### config.mk
export PLATFORM = sky130hd
export DESIGN_NAME = pred_block_collector
export DESIGN_NICKNAME = d
export VERILOG_FILES = /design/src/rtl/pred_pkg.sv /design/src/rtl/pred_round_clip.sv /design/src/rtl/pred_block_collector.sv
export SDC_FILE = /design/constraint.sdc
export NUM_CORES = 1
export LEC_CHECK = 0
export BUFFER_PORTS_ARGS = -buffer_cell sky130_fd_sc_hd__buf_2
export CORE_ASPECT_RATIO = 1.2
export CORE_MARGIN = 4
export CORE_UTILIZATION = 60
export DETAILED_ROUTE_END_ITERATION = 10
export PLACE_DENSITY_LB_ADDON = 0.05
export SLEW_MARGIN = 5
export SYNTH_ARGS = -nofsm -noshare
export SYNTH_HDL_FRONTEND = slang
export SYNTH_HIERARCHICAL = 1
export SYNTH_SLANG_ARGS = --single-unit
### constraint.sdc
create_clock -name clk -period 5.5 [get_ports clk]
set_clock_uncertainty 0.2 [all_clocks]
set_input_delay 0.55 -clock clk [delete_from_list [all_inputs] [get_ports clk]]
set_output_delay 0.55 -clock clk [all_outputs]
set_load 0.005 [all_outputs]
### src/rtl/pred_pkg.sv
`timescale 1ns/1ps
`default_nettype none
// ============================================================================
// Module      : pred_pkg
// Description : Shared constants and types for the prediction block collector.
// Revision    : 1.0 - initial release
// ============================================================================
package pred_pkg;

    localparam int IN_W      = 14;  // interpolated sample width (scaled by 2^SHIFT)
    localparam int OUT_W     = 8;   // prediction sample width
    localparam int SHIFT     = 6;   // rounding right-shift
    localparam int ROWS      = 4;   // rows per block, also columns per row
    localparam int TAG_W     = 8;   // block index width
    localparam int NUM_BANKS = 2;   // ping-pong banks

    typedef logic [OUT_W-1:0]            pred_sample_t;
    typedef pred_sample_t [ROWS-1:0]     pred_row_t;    // column c at [c]
    typedef pred_row_t    [ROWS-1:0]     pred_block_t;  // row r at [r]
    typedef logic                        bank_idx_t;
    typedef logic [$clog2(ROWS)-1:0]     row_idx_t;

endpackage
`default_nettype wire

### src/rtl/pred_round_clip.sv
`timescale 1ns/1ps
`default_nettype none
// ============================================================================
// Module      : pred_round_clip
// Description : Round-half-up right shift of one unsigned interpolated sample,
//               saturated to the prediction sample range.
// Revision    : 1.0 - initial release
// ============================================================================
module pred_round_clip
    import pred_pkg::*;
#(
    parameter int SAMPLE_W  = IN_W,
    parameter int PRED_W    = OUT_W,
    parameter int RND_SHIFT = SHIFT
) (
    input  logic [SAMPLE_W-1:0] sample,
    output logic [PRED_W-1:0]   pred
);

    // Half an output LSB, expressed at the input scale.
    localparam logic [SAMPLE_W:0] HALF =
        {{(SAMPLE_W-RND_SHIFT+1){1'b0}}, 1'b1, {(RND_SHIFT-1){1'b0}}};

    logic [SAMPLE_W:0]           sum;
    logic [SAMPLE_W-RND_SHIFT:0] shifted;
    logic [RND_SHIFT-1:0]        unused_low;

    // One extra bit keeps the rounding add from wrapping; saturate on any
    // bit above the output width.
    always_comb begin
        sum        = {1'b0, sample} + HALF;
        shifted    = sum[SAMPLE_W:RND_SHIFT];
        unused_low = sum[RND_SHIFT-1:0];
        pred       = (|shifted[SAMPLE_W-RND_SHIFT:PRED_W]) ? '1 : shifted[PRED_W-1:0];
    end

endmodule
`default_nettype wire

### src/rtl/pred_block_collector.sv
`timescale 1ns/1ps
`default_nettype none
// ============================================================================
// Module      : pred_block_collector
// Description : Collects four rounded/clipped interpolated rows into a 4x4
//               prediction block using two ping-pong banks and presents each
//               complete block on a valid/ready output with its tag.
// Revision    : 1.0 - initial release
// ============================================================================
module pred_block_collector
    import pred_pkg::*;
(
    input  logic                        clk,
    input  logic                        rst_async_n,
    input  logic                        clear,
    input  logic                        in_valid,
    output logic                        in_ready,
    input  logic [IN_W-1:0]             in_sample_0,
    input  logic [IN_W-1:0]             in_sample_1,
    input  logic [IN_W-1:0]             in_sample_2,
    input  logic [IN_W-1:0]             in_sample_3,
    input  logic [TAG_W-1:0]            in_tag,
    output logic                        out_valid,
    input  logic                        out_ready,
    output logic [ROWS*ROWS*OUT_W-1:0]  out_block,
    output logic [TAG_W-1:0]            out_tag,
    output logic                        overflow
);

    pred_block_t          bank    [NUM_BANKS];
    logic [NUM_BANKS-1:0] full;
    row_idx_t             row_cnt [NUM_BANKS];
    logic [TAG_W-1:0]     tag_q   [NUM_BANKS];
    bank_idx_t            wr_ptr;
    bank_idx_t            rd_ptr;

    logic [IN_W-1:0]      samples [ROWS];
    pred_row_t            conv_row;
    logic                 accept;
    logic                 out_fire;
    logic                 last_row;

    // Gather the column inputs so the converters can be generated uniformly.
    always_comb begin
        samples[0] = in_sample_0;
        samples[1] = in_sample_1;
        samples[2] = in_sample_2;
        samples[3] = in_sample_3;
    end

    generate
        for (genvar c = 0; c < ROWS; c++) begin : g_col
            pred_round_clip u_round_clip (
                .sample (samples[c]),
                .pred   (conv_row[c])
            );
        end
    endgenerate

    // Handshake decode; ready depends only on registered state.
    always_comb begin
        in_ready  = ~full[wr_ptr];
        out_valid = full[rd_ptr];
        accept    = in_valid & in_ready;
        out_fire  = out_valid & out_ready;
        last_row  = (row_cnt[wr_ptr] == row_idx_t'(ROWS-1));
        out_block = bank[rd_ptr];
        out_tag   = tag_q[rd_ptr];
    end

    // Bank storage, fill state and pointers; clear outranks both handshakes.
    // Accept and output handshake always address different banks, so they
    // can update the full flags at the same edge.
    always_ff @(posedge clk or negedge rst_async_n) begin
        if (!rst_async_n) begin
            for (int b = 0; b < NUM_BANKS; b++) begin
                bank[b]    <= '0;
                row_cnt[b] <= '0;
                tag_q[b]   <= '0;
            end
            full   <= '0;
            wr_ptr <= 1'b0;
            rd_ptr <= 1'b0;
        end else if (clear) begin
            for (int b = 0; b < NUM_BANKS; b++) begin
                bank[b]    <= '0;
                row_cnt[b] <= '0;
                tag_q[b]   <= '0;
            end
            full   <= '0;
            wr_ptr <= 1'b0;
            rd_ptr <= 1'b0;
        end else begin
            if (accept) begin
                bank[wr_ptr][row_cnt[wr_ptr]] <= conv_row;
                if (row_cnt[wr_ptr] == '0) begin
                    tag_q[wr_ptr] <= in_tag;
                end
                if (last_row) begin
                    row_cnt[wr_ptr] <= '0;
                    full[wr_ptr]    <= 1'b1;
                    wr_ptr          <= ~wr_ptr;
                end else begin
                    row_cnt[wr_ptr] <= row_cnt[wr_ptr] + 1'b1;
                end
            end
            if (out_fire) begin
                full[rd_ptr] <= 1'b0;
                rd_ptr       <= ~rd_ptr;
            end
        end
    end

    // Sticky flag for rows offered while both banks are occupied.
    always_ff @(posedge clk or negedge rst_async_n) begin
        if (!rst_async_n) begin
            overflow <= 1'b0;
        end else if (clear) begin
            overflow <= 1'b0;
        end else if (in_valid && !in_ready) begin
            overflow <= 1'b1;
        end
    end

endmodule
`default_nettype wire

==> flow_metrics.tcl, run 1 <==
set metrics [dict create \
    hold_path_class "input pin to flip-flop" \
    initial_core_util 0.609 \
    syn_to_final_growth_pct 12.6 \
    min_period_ns 3.36 \
    synth_ff_type "dfrtp_1" \
    start_kind "flip-flop" \
    numClockSinks 281 \
    hold_violations 0 \
    max_freq_ghz 0.298 \
    p_per_area_nw_per_um2 269 \
    insertion_delay_ns 0.53 \
    die_y_um 181 \
    postPlaceCellArea_um2 16000 \
    outcome "completed" \
    h-tree-depth 1 \
    place_congestion 0.820 \
    first_pass_iters 5 \
    cp_top_family "flip-flops" \
    cts-root-buf "clkbuf_16" \
    fin_tns_setup_ns 0 \
    synth_edf_count 0 \
    postCtsHoldBufs 1 \
    cpMaxStageDelayCell "dfrtp_4" \
    ios 208 \
    cp_num_buf_inv 2 \
    critical-path-max-stage-delay_ns 0.96 \
    vias 9550 \
    worst_r2r_path_depth 5 \
    worstSetupEndpointType "primary output" \
    vias_per_cell 5.50 \
    numCtsBuffers 29 \
    seq_area_frac_synth 0.468 \
    fp-row-count 63 \
    crit_fanout 86 \
    layout_commonest_cell "nand2b_1" \
    post_cts_buffers 0 \
    slew_viol_final 0 \
    syn_nets 1356 \
    dp_hpwl_mm 19.9 \
    synthSimpleGateAreaFrac 0.173 \
    synth.distinct_cells 43 \
    synth_top_family_by_area "multiplexers" \
    hold_end "full[0]" \
    io_buffers 187 \
    finalNetCount 1466 \
    r2r-start "wr_ptr" \
    setup_violations 0 \
    ir_drop_uv 299 \
    grt_pass1_vias 10100 \
    drive_above_1_share 0.291 \
    dieWidth_um 152 \
    synthMuxAreaShare 0.298 \
    syn_area_um2 15000 \
    rsz0062_at_grt "false" \
    antenna_left 0 \
    tightest_slew_ns 1.06 \
    drcViolationCount 0 \
    yosysWarnings 6 \
    synth_async_sr_flop_share 1.00 \
    p_leak_nw 9.49 \
    synth-compound-area-share 0.00658 \
    n_antenna_cell 0 \
    synthCells 1279 \
    antenna_found_initial 0 \
    maxSlewHeadroom 0.290 \
    critPathRequiredTime_ns 4.75 \
    track_usage 0.237 \
    finalCritPeriodShare 0.611 \
    synthXorXnorAreaFrac 0.00699 \
    whs_path_depth 2 \
    most-common-layout-cells "nand2b_1, mux2i_1, dfrtp_1" \
    worstSetupPathType "flip-flop to primary output" \
    cap_violations 0 \
    reg2reg_to "full[0]" \
    post_cts_resized 0 \
    path_clk_slew_ns 0.06 \
    path_cells "buf_12 > mux2_2 > buf_2" \
    clk_path_buf_depth 3 \
    grt_overflow_total 0 \
    coreArea_um2 24700 \
    r2r_setup_slack_ns 2.28 \
    final_area_um2 16900 \
    holdCritStartpoint "out_ready" \
    grt_max_degree 156 \
    wire_per_inst_um 19.0 \
    synth.ff_latch_count 281 \
    routed_wl_mm 32.9 \
    drt_iter0_drc 415 \
    syn_area_per_cell_um2 11.7 \
    die_area_um2 27700 \
    synth-adder-area-share 0.00666 \
    grt_pass1_wl_mm 54.4 \
    critical_path_arrival_ns 2.61 \
    tritoncts "built" \
]
## power breakdown
group	total (W)	internal (W)	leakage [nW]	switching [W]
registers	0.00215	0.00212	3.89	0.0000308
clock network	0.00191	0.00111	0.453	0.000803
logic	0.000495	0.000222	5.15	0.000273
## logic make-up after synthesis
group | Yosys count
XOR/XNOR | 12
adder cells (fa/ha/maj) | 8
flip-flops | 281
multiplexers | 427
AND/OR/NAND/NOR | 408
AO/OA/AOI/OAI | 16
buffers and inverters | 127
## worst max-delay path by stage
stage | startpoint | end | slack, ns | cells past startpoint
final | rd_ptr | out_block[12] | 2.14 | 3
after global routing | rd_ptr | out_block[11] | 2.05 | 3
after floorplan | wr_ptr | bank[104] | 3.37 | 8
after global placement | wr_ptr | full[0] | 2.39 | 5
after CTS | rd_ptr | out_block[22] | 2.10 | 3
after detailed placement | wr_ptr | bank[125] | 2.31 | 6
## sequential cells by signal, summed over array words and instances, names as in the netlist
signal    cells
bank        256
overflow      1
tag_q        16
full          2
row_cnt       4
rd_ptr        1
wr_ptr        1
## cells in the mapped netlist (2+ instances only)
master     number  area (µm²)
nor2_1          4        15.0
nand2b_1      324        2030
and2_2          4        30.0
nand4_1         4        25.0
nand4b_2        2        30.0
nand4b_1        2        17.5
and3_1          4        25.0
or2b_1          4        30.0
mux2_2        137        1540
a21bo_2         2        20.0
buf_2          35         175
and4_4          4        45.0
buf_1          13        48.8
and3_2          4        30.0
inv_1           8        30.0
mux2_4          4        60.1
mux2_1          5        56.3
dfrtp_1       281        7030
nand2_1        16        60.1
nand3b_1        2        15.0
nand4_2         4        50.1
buf_4          13        97.6
ha_1            8         100
a21oi_1         6        30.0
nor3_1          2        10.0
mux2i_1       281        2810
clkbuf_1       51         191
o21ai_0         4        20.0
nor2b_1         3        18.8
xor2_1          8        70.1
xnor2_1         4        35.0
buf_6           6        67.6
nand4bb_1       4        45.0
o22ai_1         2        12.5
nand3_1        16        80.1
## per-stage QoR
| stage | utilization | setup slack [ns] | hold slack, ns | cells | total power [W] |
|---|---|---|---|---|---|
| after floorplan | - | 3.37 | 0.0544 | 1279 | 0.00249 |
| after global placement | 0.648 | 2.39 | 0.313 | 1682 | 0.00268 |
| after detailed placement | 0.648 | 2.31 | 0.330 | 1682 | 0.00269 |
| final | 0.686 | 2.14 | 0.0882 | 1735 | 0.00456 |
| after global routing | 0.686 | 2.05 | 0.0844 | 1735 | 0.00474 |
| after CTS | 0.686 | 2.10 | 0.0715 | 1735 | 0.00460 |
## layout make-up
cell class	count	area (µm²)
clock buffer	42	845
clock inverter	10	82.6
fill	1895	7750
inverter	8	30.0
multi-input combinational	871	7450
sequential	281	7040
tap	325	407
timing repair buffer	198	1070
## layer usage
| layer | track usage | vias up | wire length, µm |
|---|---|---|---|
| li1 | - | 4522 | - |
| met1 | 0.329 | 4803 | 14900 |
| met2 | 0.395 | 182 | 15900 |
| met3 | 0.0369 | 43 | 1420 |
| met4 | 0.0570 | 0 | 694 |
| met5 | 0 | - | 0 |
Note: power is estimated with default switching activity, not from simulation.
==> inputs of run 2 (changes only) <==
- CORE_UTILIZATION: 60 -> 53
- clock period: 5.5 -> 2.8 ns (I/O delays scaled with it)
==> flow_metrics.tcl, run 2 (synthesized netlist as in run 1, its figures left out) <==
set metrics [dict create \
    outcome "completed" \
    fp-row-count 67 \
    sw_frac_of_total 0.231 \
    h-tree-depth 1 \
    antenna_found_initial 0 \
    tritoncts "built" \
    cellInternalPower_w 0.00750 \
    whs_ns 0.106 \
    vias_per_cell 5.31 \
    switchingPower_w 0.00225 \
    cap_violations 0 \
    finalNetCount 1514 \
    cp_num_buf_inv 2 \
    ir_drop_uv 574 \
    largest_register_ffs 256 \
    place_congestion 0.784 \
    p_leak_nw 9.87 \
    critical_path_arrival_ns 2.19 \
    n_antenna_cell 0 \
    start_kind "flip-flop" \
    slew_viol_final 0 \
    final_area_um2 17700 \
    numClockSinks 281 \
    post_cts_buffers 0 \
    hold_violations 0 \
    fin_tns_setup_ns 0 \
    grt_pass1_vias 10300 \
    clk_path_buf_depth 3 \
    finalCritPeriodShare 0.955 \
    antenna_left 0 \
    drcViolationCount 0 \
    io_buffers 187 \
    postPlaceCellArea_um2 16500 \
    grt_overflow_total 0 \
    path_cells "buf_4 > mux2_2 > buf_2" \
    p_seq_frac 0.433 \
    drt_iter0_drc 484 \
    critPathRequiredTime_ns 2.32 \
    first_pass_iters 4 \
    insertion_delay_ns 0.55 \
    rsz0062_at_grt "false" \
    initial_core_util 0.538 \
    coreArea_um2 27900 \
    die_y_um 192 \
    ios 208 \
    tightest_slew_ns 0.614 \
    combinationalPowerShare 0.106 \
    track_usage 0.222 \
    numCtsBuffers 30 \
    worstSetupPathType "flip-flop to primary output" \
    p_per_area_nw_per_um2 550 \
    grt_max_degree 74 \
    die_area_um2 31100 \
    reg_top3 "bank: 256 flops, tag_q: 16 flops, row_cnt: 4 flops" \
    grt_pass1_wl_mm 56.5 \
    top_register "bank" \
    dp_hpwl_mm 22.3 \
    cts-root-buf "clkbuf_16" \
    vias 9755 \
    cp_top_family "flip-flops" \
    maxSlewHeadroom 0.590 \
    min_period_ns 2.67 \
    path_clk_slew_ns 0.06 \
    most-common-layout-cells "nand2b_1, mux2i_1, dfrtp_1" \
    wire_per_inst_um 18.8 \
    hold_path_class "input pin to asynchronous set/reset pin" \
    crit_fanout 33 \
    critical-path-max-stage-delay_ns 0.83 \
    dieWidth_um 162 \
    drive_above_1_share 0.310 \
    setup_violations 0 \
    layout_commonest_cell "nand2b_1" \
    clock_power_share 0.461 \
    cpMaxStageDelayCell "dfrtp_4" \
    routed_wl_mm 34.5 \
    syn_to_final_growth_pct 17.9 \
    max_freq_ghz 0.374 \
    worstSetupEndpointType "primary output" \
]
[run 2: changes by cell type in the layout (fill, tap and decap cells not counted)]
cell           delta
clkbuf_1          -2
clkbuf_16         +2
bufinv_16         +7
buf_12           +12
inv_6             +1
clkbuf_8          -3
dlygate4sd3_1    +10
buf_4            +25
clkinvlp_4        -3
[run 2: routing by layer]
layer	global-route usage	up-vias	routed length [µm]
met1	0.304	4922	15700
met4	0.0364	0	456
met5	0	-	0
met2	0.388	166	17000
met3	0.0308	36	1390
li1	-	4631	-
[run 2: path summary, 6_finish.rpt]
kind | slack, ns | end | cells past startpoint | from
min in group clk | 0.15 | bank[172] | 5 | in_sample_1[10]
max in group asynchronous | 1.54 | bank[207] | 3 | rst_async_n
hold reg to reg | 0.33 | overflow | 2 | overflow
hold / removal | 0.11 | tag_q[5] | 2 | rst_async_n
setup / recovery | 0.13 | out_block[99] | 3 | rd_ptr
setup reg to reg | 0.53 | bank[112] | 6 | wr_ptr
[run 2: repair_timing]
item,4_1_cts,5_1_grt
endpoints found under the hold margin,216,0
resized for setup,0,0
hold buffers,11,0
[run 2: worst register-to-register path: cells and delay by family, from the launching register on]
kind / cells / cell delay (ns)
AND/OR/NAND/NOR: 1 / 0.28
adder cells (fa/ha/maj): 1 / 0.33
flip-flops: 1 / 0.43
buffers and inverters: 2 / 0.37
multiplexers: 2 / 0.53
[run 2: through the flow]
step	power (W)	worst slack (ns)	std cells	utilization
after floorplan	0.00490	0.670	1279	-
after global placement	0.00533	0.607	1773	0.591
after detailed placement	0.00533	0.581	1773	0.591
after CTS	0.00988	0.0985	1838	0.635
after global routing	0.0101	0.0562	1838	0.635
final	0.00975	0.126	1838	0.635
[run 2: power by group through the flow]
stage	Clock, W	Sequential [W]	Combinational (W)
final	0.00449	0.00423	0.00103
after global routing	0.00475	0.00424	0.00114
after CTS	0.00460	0.00423	0.00105
after detailed placement	0	0.00430	0.00103
after global placement	0	0.00430	0.00103
after floorplan	0	0.00428	0.000620
[run 2: layout make-up]
cell class / count / area [µm²]
Timing Repair Buffer: 245 / 1600
Multi-Input combinational cell: 871 / 7450
Tap cell: 379 / 474
Sequential cell: 281 / 7040
Clock inverter: 15 / 279
Clock buffer: 39 / 846
Fill cell: 2252 / 10200
Inverter: 8 / 30.0
==> inputs of run 3 (changes only) <==
- clock period: 2.8 -> 2.3 ns (I/O delays scaled with it)
==> flow_metrics.tcl, run 3 (synthesized netlist as in run 1, its figures left out) <==
set metrics [dict create \
    hold_path_class "input pin to asynchronous set/reset pin" \
    insertion_delay_ns 0.55 \
    rsz0062_at_grt "true" \
    numCtsBuffers 30 \
    violations "negative hold slack" \
    die_y_um 192 \
    r2r-start "wr_ptr" \
    routed_wl_mm 34.8 \
    reg_top3 "bank: 256 flops, tag_q: 16 flops, row_cnt: 4 flops" \
    cts-root-buf "clkbuf_16" \
    drt_iter0_drc 451 \
    finalCritPeriodShare 0.989 \
    whs_ns -0.0248 \
    drcViolationCount 0 \
    top_register "bank" \
    path_clk_slew_ns 0.06 \
    initial_core_util 0.538 \
    antenna_left 0 \
    worstSetupEndpointType "primary output" \
    reg2reg_to "bank[106]" \
    layout_commonest_cell "nand2b_1" \
    critical_path_arrival_ns 1.85 \
    most-common-layout-cells "nand2b_1, mux2i_1, dfrtp_1" \
    start_kind "flip-flop" \
    finalNetCount 1522 \
    coreArea_um2 27900 \
    crit_fanout 17 \
    cap_violations 0 \
    ir_drop_uv 483 \
    syn_to_final_growth_pct 18.7 \
    numClockSinks 281 \
    track_usage 0.224 \
    largest_register_ffs 256 \
    place_congestion 0.806 \
    outcome "finished, violations left" \
    h-tree-depth 1 \
    grt_overflow_total 0 \
    grt_pass1_vias 10200 \
    min_period_ns 2.28 \
    maxSlewHeadroom 0.674 \
    setup_violations 0 \
    worst_r2r_path_depth 6 \
    die_area_um2 31100 \
    vias 9722 \
    power_w 0.0112 \
    dp_hpwl_mm 22.7 \
    r2r_setup_slack_ns 0.15 \
    tritoncts "built" \
    tightest_slew_ns 0.490 \
    postPlaceCellArea_um2 16600 \
    first_pass_iters 4 \
    final_area_um2 17800 \
    io_buffers 187 \
    drive_above_1_share 0.310 \
    clk_path_buf_depth 3 \
    dieWidth_um 162 \
    max_freq_ghz 0.440 \
    ios 208 \
    wire_per_inst_um 18.9 \
    n_antenna_cell 0 \
    vias_per_cell 5.27 \
    slew_viol_final 0 \
    hold_violations 4 \
    antenna_found_initial 0 \
    fp-row-count 67 \
    grt_pass1_wl_mm 56.4 \
    critPathRequiredTime_ns 1.87 \
    grt_max_degree 57 \
    worstSetupPathType "flip-flop to primary output" \
    p_leak_nw 9.91 \
    p_per_area_nw_per_um2 628 \
]
run 3: cell count changes in the layout (fill, tap and decap cells not counted), sizes merged:
| cell | change |
|---|---|
| buf | +6 |
| inv | -1 |
| clkbuf | +9 |
| dlygate4sd3 | +1 |
| clkinv | -1 |
| bufinv | -7 |
run 3: report_power, final:
group          total, W  switching, W  internal, W  leakage, nW
Clock           0.00476       0.00195      0.00282        0.483
Sequential      0.00514     0.0000667      0.00507         3.89
Combinational   0.00130      0.000688     0.000607         5.53
run 3: repair_timing:
item | CTS | global route
resized for setup | 2 | 8
cloned | 0 | 1
hold buffers | 12 | 0
endpoints found under the setup margin | 127 | 72
setup buffers | 4 | 1
hold endpoints to repair | 324 | 0
run 3: critical path, cell delays in order, from the launching register on:
cell and delay, ns:
dfrtp_4 0.45, buf_12 0.16, buf_12 0.17, mux2_2 0.37, buf_2 0.13
run 3: cell type report:
cell class | count | area, µm²
fill | 2272 | 10100
multi-input combinational | 871 | 7460
sequential | 281 | 7040
timing repair buffer | 253 | 1860
clock buffer | 47 | 916
tap | 379 | 474
clock inverter | 6 | 55.1
inverter | 8 | 30.0
run 3: routing by layer:
metal | up-vias | wire [µm] | global-route usage
li1 | 4658 | - | -
met2 | 177 | 17000 | 0.383
met4 | 0 | 586 | 0.0436
met3 | 43 | 1510 | 0.0372
met1 | 4844 | 15700 | 0.304
met5 | - | 0 | 0
run 3: stage by stage:
stage	util	worst slack, ns	setup TNS [ns]	cells
floorplan	-	0.170	0	1279
global placement	0.595	0.172	0	1774
detailed placement	0.595	0.104	0	1774
CTS	0.636	0.000600	0	1843
global route	0.639	-0.0317	-0.684	1845
finish	0.639	0.0247	0	1845
run 3: worst max path at each step:
stage                 from             to  slack (ns)  depth (start not counted)
detailed placement  wr_ptr      bank[106]        0.10                          6
finish              rd_ptr  out_block[11]        0.02                          4
global route        rd_ptr  out_block[11]       -0.03                          4
global placement    wr_ptr      bank[104]        0.17                          6
floorplan           wr_ptr      bank[104]        0.17                          8
CTS                 rd_ptr  out_block[35]      0.0006                          4
